===== src/rtl/ser_pkg.sv =====
// Shared types and helpers for the piso_serializer block.
package ser_pkg;

  typedef enum logic [1:0] {
    IDLE,
    SHIFT,
    PARITY
  } state_t;

  function automatic int cnt_w(input int width);
    return $clog2(width);
  endfunction

endpackage


===== src/rtl/piso_serializer_bit_counter.sv =====
// Bit-position counter for one serial frame; tc flags the final data bit (WIDTH-1).
module bit_counter
  import ser_pkg::*;
#(
  parameter int WIDTH = 8
) (
  input  logic                      clk,
  input  logic                      rst,
  input  logic                      load,
  input  logic                      clear,
  input  logic                      inc,
  output logic [cnt_w(WIDTH)-1:0]   cnt,
  output logic                      tc
);

  localparam int              CW   = cnt_w(WIDTH);
  localparam logic [CW-1:0]   LAST = CW'(WIDTH - 1);

  // A new frame always starts at bit 0, so load and clear share the same target.
  always_ff @(posedge clk or negedge rst) begin
    if (!rst) begin
      cnt <= '0;
    end else if (load || clear) begin
      cnt <= '0;
    end else if (inc) begin
      cnt <= cnt + 1'b1;
    end
  end

  assign tc = (cnt == LAST);

endmodule


===== src/rtl/piso_serializer.sv =====
// Parallel-in/serial-out transmitter with frame_start/last_bit markers.
// Define PARITY_EN to append one even-parity bit after the data bits.
module piso_serializer
  import ser_pkg::*;
#(
  parameter int WIDTH     = 8,
  parameter bit MSB_FIRST = 1'b1
) (
  input  logic             clk,
  input  logic             rst,
  input  logic             in_valid,
  output logic             in_ready,
  input  logic [WIDTH-1:0] in_data,
  output logic             ser_out,
  output logic             ser_valid,
  output logic             frame_start,
  output logic             last_bit
);

  localparam int            CW     = cnt_w(WIDTH);
  localparam logic [CW-1:0] PENULT = CW'(WIDTH - 2);
`ifdef PARITY_EN
  localparam bit DATA_ENDS_FRAME = 1'b0;
`else
  localparam bit DATA_ENDS_FRAME = 1'b1;
`endif

  state_t           state;
  logic [WIDTH-1:0] shreg;
  logic [CW-1:0]    cnt;
  logic             tc;
  logic             accept;
  logic             final_cycle;
  logic             load_bit;
  logic             shift_bit;
  logic [WIDTH-1:0] load_rest;
  logic [WIDTH-1:0] shift_rest;

`ifdef PARITY_EN
  logic parity;
  assign final_cycle = (state == PARITY);
`else
  assign final_cycle = (state == SHIFT) && tc;
`endif

  assign accept = in_valid && in_ready;

  // shreg holds only the bits not yet shown, so the first bit goes straight to ser_out.
  assign load_bit   = MSB_FIRST ? in_data[WIDTH-1] : in_data[0];
  assign load_rest  = MSB_FIRST ? {in_data[WIDTH-2:0], 1'b0} : {1'b0, in_data[WIDTH-1:1]};
  assign shift_bit  = MSB_FIRST ? shreg[WIDTH-1] : shreg[0];
  assign shift_rest = MSB_FIRST ? {shreg[WIDTH-2:0], 1'b0} : {1'b0, shreg[WIDTH-1:1]};

  bit_counter #(
    .WIDTH(WIDTH)
  ) u_bit_counter (
    .clk  (clk),
    .rst  (rst),
    .load (accept),
    .clear(final_cycle && !accept),
    .inc  ((state == SHIFT) && !tc),
    .cnt  (cnt),
    .tc   (tc)
  );

  // NOTE: non-blocking assignments throughout so every register samples pre-edge values.
  always_ff @(posedge clk or negedge rst) begin
    if (!rst) begin
      state       <= IDLE;
      shreg       <= '0;
      ser_out     <= 1'b0;
      ser_valid   <= 1'b0;
      frame_start <= 1'b0;
      last_bit    <= 1'b0;
      in_ready    <= 1'b1;
`ifdef PARITY_EN
      parity      <= 1'b0;
`endif
    end else begin
      frame_start <= 1'b0;
      if (accept) begin
        state       <= SHIFT;
        shreg       <= load_rest;
        ser_out     <= load_bit;
        ser_valid   <= 1'b1;
        frame_start <= 1'b1;
        last_bit    <= 1'b0;
        in_ready    <= 1'b0;
`ifdef PARITY_EN
        parity      <= ^in_data;
`endif
      end else if (final_cycle || state == IDLE) begin
        state     <= IDLE;
        ser_out   <= 1'b0;
        ser_valid <= 1'b0;
        last_bit  <= 1'b0;
        in_ready  <= 1'b1;
      end else if (state == SHIFT && !tc) begin
        // Look one bit ahead so last_bit and in_ready land on the final cycle itself.
        shreg    <= shift_rest;
        ser_out  <= shift_bit;
        last_bit <= DATA_ENDS_FRAME && (cnt == PENULT);
        in_ready <= DATA_ENDS_FRAME && (cnt == PENULT);
      end
`ifdef PARITY_EN
      else begin
        state    <= PARITY;
        ser_out  <= parity;
        last_bit <= 1'b1;
        in_ready <= 1'b1;
      end
`endif
    end
  end

endmodule


===== config.mk =====
export PLATFORM = sky130hd
export DESIGN_NAME = piso_serializer
export DESIGN_NICKNAME = d
export VERILOG_FILES = /design/src/rtl/ser_pkg.sv /design/src/rtl/piso_serializer_bit_counter.sv /design/src/rtl/piso_serializer.sv
export SDC_FILE = /design/constraint.sdc
export NUM_CORES = 1
export LEC_CHECK = 0
export BUFFER_PORTS_ARGS = -buffer_cell sky130_fd_sc_hd__buf_4
export CORE_MARGIN = 2
export CORE_UTILIZATION = 25
export CTS_CLUSTER_DIAMETER = 80
export DETAILED_ROUTE_END_ITERATION = 7
export GPL_TIMING_DRIVEN = 0
export PLACE_DENSITY = 0.48
export SETUP_SLACK_MARGIN = 0.15
export SYNTH_ARGS = -nofsm -noshare
export SYNTH_HDL_FRONTEND = slang
export SYNTH_HIERARCHICAL = 1
export SYNTH_SLANG_ARGS = --single-unit
export TNS_END_PERCENT = 30

===== constraint.sdc =====
create_clock -name clk -period 2.1 [get_ports clk]
set_clock_uncertainty 0.1 [all_clocks]
set_input_delay 0.105 -clock clk [delete_from_list [all_inputs] [get_ports clk]]
set_output_delay 0.105 -clock clk [all_outputs]
set_load 0.005 [all_outputs]

* Yosys cells after proc, flatten, opt, wreduce, memory -nomap -nowiden
Cells that the tools add are included.
** Word-level totals
- Input bits :: 11
- Logic and storage cells :: 45
- Register bits after elaboration :: 18
** Cells by class
- Reductions and logical operators :: 14
- Equal/unequal tests :: 4
- $add $sub $neg :: 1
- Muxes and demuxes :: 18
** Operator list (number)
- 8-bit two-way mux :: 3
- 1-bit two-way mux :: 11
- 3-bit == test, second input constant :: 2
- 3-bit two-way mux :: 2
- 2-bit nonzero test :: 3
- 1-bit logical AND :: 4
- 2-bit two-way mux :: 2
- 3-bit by 1-bit adder with 3-bit output, second input constant :: 1
- 3-bit nonzero test :: 1
- 2-bit by 1-bit == test with 1-bit output, second input constant :: 1
- 1-bit zero test :: 2
- 2-bit zero test :: 1
- 1-bit logical OR :: 2
- 2-bit inequality test, second input constant :: 1
- 2-bit AND reduction :: 1

* Longest topological paths before layout
- Depth after elaboration :: 6
- Depth in mapped cells :: 7

* Cells and area by module
The synthesis kept the hierarchy.
** By module, submodules not included
- piso_serializer :: times used 1, area each 543.0 µm², cells an instance 48
- bit_counter :: times used 1, area each 148.9 µm², cells an instance 11

* Worst setup path before layout
OpenSTA, ideal clock, no wires.
- Kind :: register to register
- From :: register u_bit_counter.cnt[0]
- To :: register shreg[3]
- Data required time :: 1.879 ns
- Setup slack :: 0.557 ns
- Stages on the path, launching flop included :: 8
- Arrival :: 1.323 ns
- Setup time :: 0.121 ns
- Path through :: dfrtp_1 -> ha_1 -> ha_1 -> nand2b_4 -> buf_6 -> inv_8 -> mux2i_1 -> o21ai_1
** On the way
- Word-level cells in the longest chain between the ends :: 5
- Elaborated cells between the ends (all ways) :: 8
- Those cells by class :: 2 x eq/ne; 6 x reduce/logical
** RTL lines
- start, declared :: RTL line piso_serializer_bit_counter.sv:12 : output logic [cnt_w(WIDTH)-1:0] cnt,
- start signal, assigned :: RTL line piso_serializer_bit_counter.sv:26 : cnt <= cnt + 1'b1;
- 3-bit == test (*) :: RTL line piso_serializer_bit_counter.sv:30 : assign tc = (cnt == LAST);
- net tc :: RTL line piso_serializer.sv:31 : logic tc;
- 1-bit logical AND or 1-bit zero test (tied branches) :: RTL line piso_serializer.sv:43, piso_serializer.sv:98
- 1-bit logical OR or 1-bit logical AND (tied branches) :: RTL line piso_serializer.sv:92, piso_serializer.sv:98
- 2-bit inequality test (no source line) or 2-bit nonzero test (tied branches)
- 2-bit AND reduction (no source line) (*)
- end signal, assigned :: RTL line piso_serializer.sv:83 : shreg <= load_rest;
- end signal, assigned :: RTL line piso_serializer.sv:100 : shreg <= shift_rest;
- end, declared :: RTL line piso_serializer.sv:29 : logic [WIDTH-1:0] shreg;
Mark *: on every way through the listed nets, which the timed path passes. The rest lies on a longest branch.
A chain may end at the register's enable or synchronous reset.

* Worst setup path after layout
- From :: register u_bit_counter.cnt[0]
- To :: register shreg[5]
Same word-level chain as after synthesis.

==> impl_metrics.env <==
export IMPL_outcome="complete, no violations"
export IMPL_yosysTopAreaCell="sky130_fd_sc_hd__dfrtp_1"
export IMPL_syn_nets=72
export IMPL_place_detailed_hpwl_um=888.6
export IMPL_synth_warning_count=6
export IMPL_synth_area_per_cell_um2=11.73
export IMPL_post_synth_top_area_fraction_pct=50.63
export IMPL_floorplan_initialDensity_pct=25.76
export IMPL_max_frequency_mhz=601.5
export IMPL_floorplan_die_width_um=56.61
export IMPL_timing_worst_slew_pin_value_ps=250.0
export IMPL_timing_critical_path_to_type="flop"
export IMPL_first_global_vias=532
export IMPL_yosysMostFrequentCell="sky130_fd_sc_hd__dfrtp_1"
export IMPL_crit_buf_inv=2
export IMPL_arrival_ps=1740
export IMPL_tns_ps=0
export IMPL_num_nets_final=101
export IMPL_max_vdd_ir_drop_mv=0.6164
export IMPL_grt_overflow_total=0
export IMPL_timing_critical_path_slowest_stage_cell="sky130_fd_sc_hd__dfrtp_1"
export IMPL_cpPeakStageDelay_ps=420
export IMPL_static_leakage_power_uw=0.0004636
export IMPL_synthToLayoutAreaGrowth_pct=38.70
export IMPL_critical_path_class="reg -> reg"
export IMPL_crit_path_frequent_cell="sky130_fd_sc_hd__ha_1"
export IMPL_rsz0062_at_grt="no"
export IMPL_cts_buffers=3
export IMPL_portBuffers=15
export IMPL_syn_std_cell_area_um2=691.9
export IMPL_num_antenna_cells=0
export IMPL_min_from="in_valid"
export IMPL_cellPowerDensity_mw_per_mm2=1242
export IMPL_synth_cell_type_count=19
export IMPL_count_of_flip_flops_with_a_built_in_enable_after_synthesis=0
export IMPL_setup_viol=0
export IMPL_path_max_fanout=8
export IMPL_fp_dieH_um=56.61
export IMPL_grt_antenna_before_repair=0
export IMPL_finalHoldWorstSlack_ps=80.30
export IMPL_placed_cells_incl_taps=105
export IMPL_remaining_drc_errors=0
export IMPL_largest_cells_by_area_after_synthesis="sky130_fd_sc_hd__dfrtp_1 (51%), sky130_fd_sc_hd__mux2i_1 (12%), sky130_fd_sc_hd__nand2_1 (5.4%)"
export IMPL_clkSlewWorstSetupHoldPaths_ps=90
export IMPL_grt_max_degree=16
export IMPL_crit_family="flip-flops"
export IMPL_floorplan_rows=19
export IMPL_worst_endpoint_required_time_ps=2180
export IMPL_cts_tree="done"
export IMPL_routed_wl_um=1334
export IMPL_vias=499
export IMPL_cts_max_path_buffers=2
export IMPL_report_final_hold_viol_count=0
export IMPL_dr_vias_cell=4.229
export IMPL_fin_crit_sh_pct=79.16
export IMPL_seq_area_frac_synth_pct=54.43
export IMPL_cts_num_sinks=15
export IMPL_layout_min_cycle_time_ps=1662
export IMPL_cts_htree_levels=1
export IMPL_synth_commonest_cells="sky130_fd_sc_hd__dfrtp_1 (14), sky130_fd_sc_hd__nand2_1 (10), sky130_fd_sc_hd__mux2i_1 (8), sky130_fd_sc_hd__o21ai_1 (6), sky130_fd_sc_hd__buf_6 (3)"
export IMPL_final_layout_size_suffix_gt1_share_pct=31.03
export IMPL_ys_ff_latch=15
export IMPL_global_route_wire_length_before_repair_um=2387
export IMPL_final_max_slew_viol_count=0
export IMPL_rr_startpoint="u_bit_counter/cnt[0]"
export IMPL_synthArstFlopShare_pct=100.0
export IMPL_gp_congestion=0.7115
export IMPL_postLayoutCoreUtil_pct=35.72
export IMPL_antenna_violating_nets_post_route=0
export IMPL_finish_cell_count_without_fillers=118
export IMPL_post_cts_setup_buffer_count=0
export IMPL_postSynth_topFlopCell="sky130_fd_sc_hd__dfrtp_1"
export IMPL_critical_path_startpoint="u_bit_counter/cnt[0]"
export IMPL_die_area_mm2=0.003205
export IMPL_fin_total_pwr_uw=1192
export IMPL_cap_viol_max_count=0
export IMPL_clock_tree_root_cell="sky130_fd_sc_hd__clkbuf_4"
export IMPL_crit_path_cell_trace="ha_1 -> ha_1 -> nand2b_4 -> buf_6 -> inv_8 -> mux2i_1 -> o21ai_1"
export IMPL_io_pins=16
export IMPL_route_detailed_wl_per_inst_um=11.31
export IMPL_hp_class="in -> reg"
export IMPL_grt_use_total_pct=10.32
export IMPL_design_core_area_mm2=0.002686
export IMPL_clock_insertion_delay_worst_skew_ps=280
export IMPL_critical_path_startpoint_type="flop"
export IMPL_first_iter_violations=6
export IMPL_detailedRoute_firstPassIterationCount=3
export IMPL_postSynthCellCount=59
export IMPL_relative_slew_slack_pct=83.27
worst reg2reg max path, stage by stage, from the launching register on:
cell and delay [ps]:
sky130_fd_sc_hd__dfrtp_1 420, sky130_fd_sc_hd__ha_1 210, sky130_fd_sc_hd__ha_1 200, sky130_fd_sc_hd__nand2b_4 140, sky130_fd_sc_hd__buf_6 140, sky130_fd_sc_hd__inv_8 80
sky130_fd_sc_hd__mux2i_1 190, sky130_fd_sc_hd__o21ai_1 70
cell type report:
cell class,count,area [um^2]
inverters,2,15.01
fillers,283,1727
well taps,31,38.79
repair buffers,24,202.7
multi-input cells,39,266.5
plain buffers,3,33.78
flip-flops and latches,15,376.6
clock buffers,4,26.28
layer usage:
| layer | part of all wire [%] | GRT usage (%) | wire (um) |
|---|---|---|---|
| met1 | 46 | 12.95 | 613 |
| met2 | 48 | 15.28 | 636 |
| met3 | 3.8 | 2.765 | 51 |
| met4 | 2.4 | 7.143 | 32 |
| met5 | 0 | 0 | 0 |
registers in the layout, summed over array words and instances, names as in the netlist:
name and cells:
last_bit 1, ser_out 1, ser_valid 1, frame_start 1, in_ready 1, shreg 7, u_bit_counter/cnt 3
kinds of logic (layout without fill, tap and decap cells):
logic type / Yosys count / after routing / synth area share [%]
and+or+nand+nor: 19 / 19 / 15.55
AOI/OAI and AO/OA: 9 / 9 / 6.509
muxes: 8 / 8 / 11.57
xor gates and xnor gates: 1 / 1 / 1.266
DFF: 15 / 15 / 54.43
buffers and inverters: 5 / 33 / 7.051
adders and majority gates: 2 / 2 / 3.616
power breakdown:
part | internal [uW] | switching (uW)
logic | 287 | 252
registers | 413 | 71.0
clock network | 73.8 | 94.4
total | 774 | 418
stage by stage:
stage	setup WS, ps	cell area (um^2)
after global placement	460.3	843.3
after global routing	342.7	959.7
after floorplan	556.5	691.9
after detailed placement	441.5	843.3
after CTS	418.0	959.7
final	437.5	959.7
worst paths after layout:
path	cells past startpoint	to	slack, ps
worst max-delay path	7	shreg[5]	440
worst min-delay path	3	ser_valid	80
worst max register to register	7	shreg[5]	440
worst min register to register	2	ser_out	430
max in group asynchronous	2	in_ready	1550
min in group asynchronous	2	shreg[4]	100
layout by cell type (no fill, tap or decap), drive strengths merged, types with 2 or more instances in the layout:
master | netlist | layout
inv | 2 | 2
clkbuf | 0 | 4
mux2i | 8 | 8
ha | 2 | 2
buf | 3 | 18
dlygate4sd3 | 0 | 9
nand2b | 2 | 2
dfrtp | 14 | 14
nand2 | 10 | 10
o21ai | 8 | 8
nor3 | 4 | 4
timing repair:
action                                 CTS  global route
gates resized for setup                  0             0
endpoints found under the hold margin   23             0
hold buffers                             9             0
Note: power is estimated with default switching activity, not from simulation.
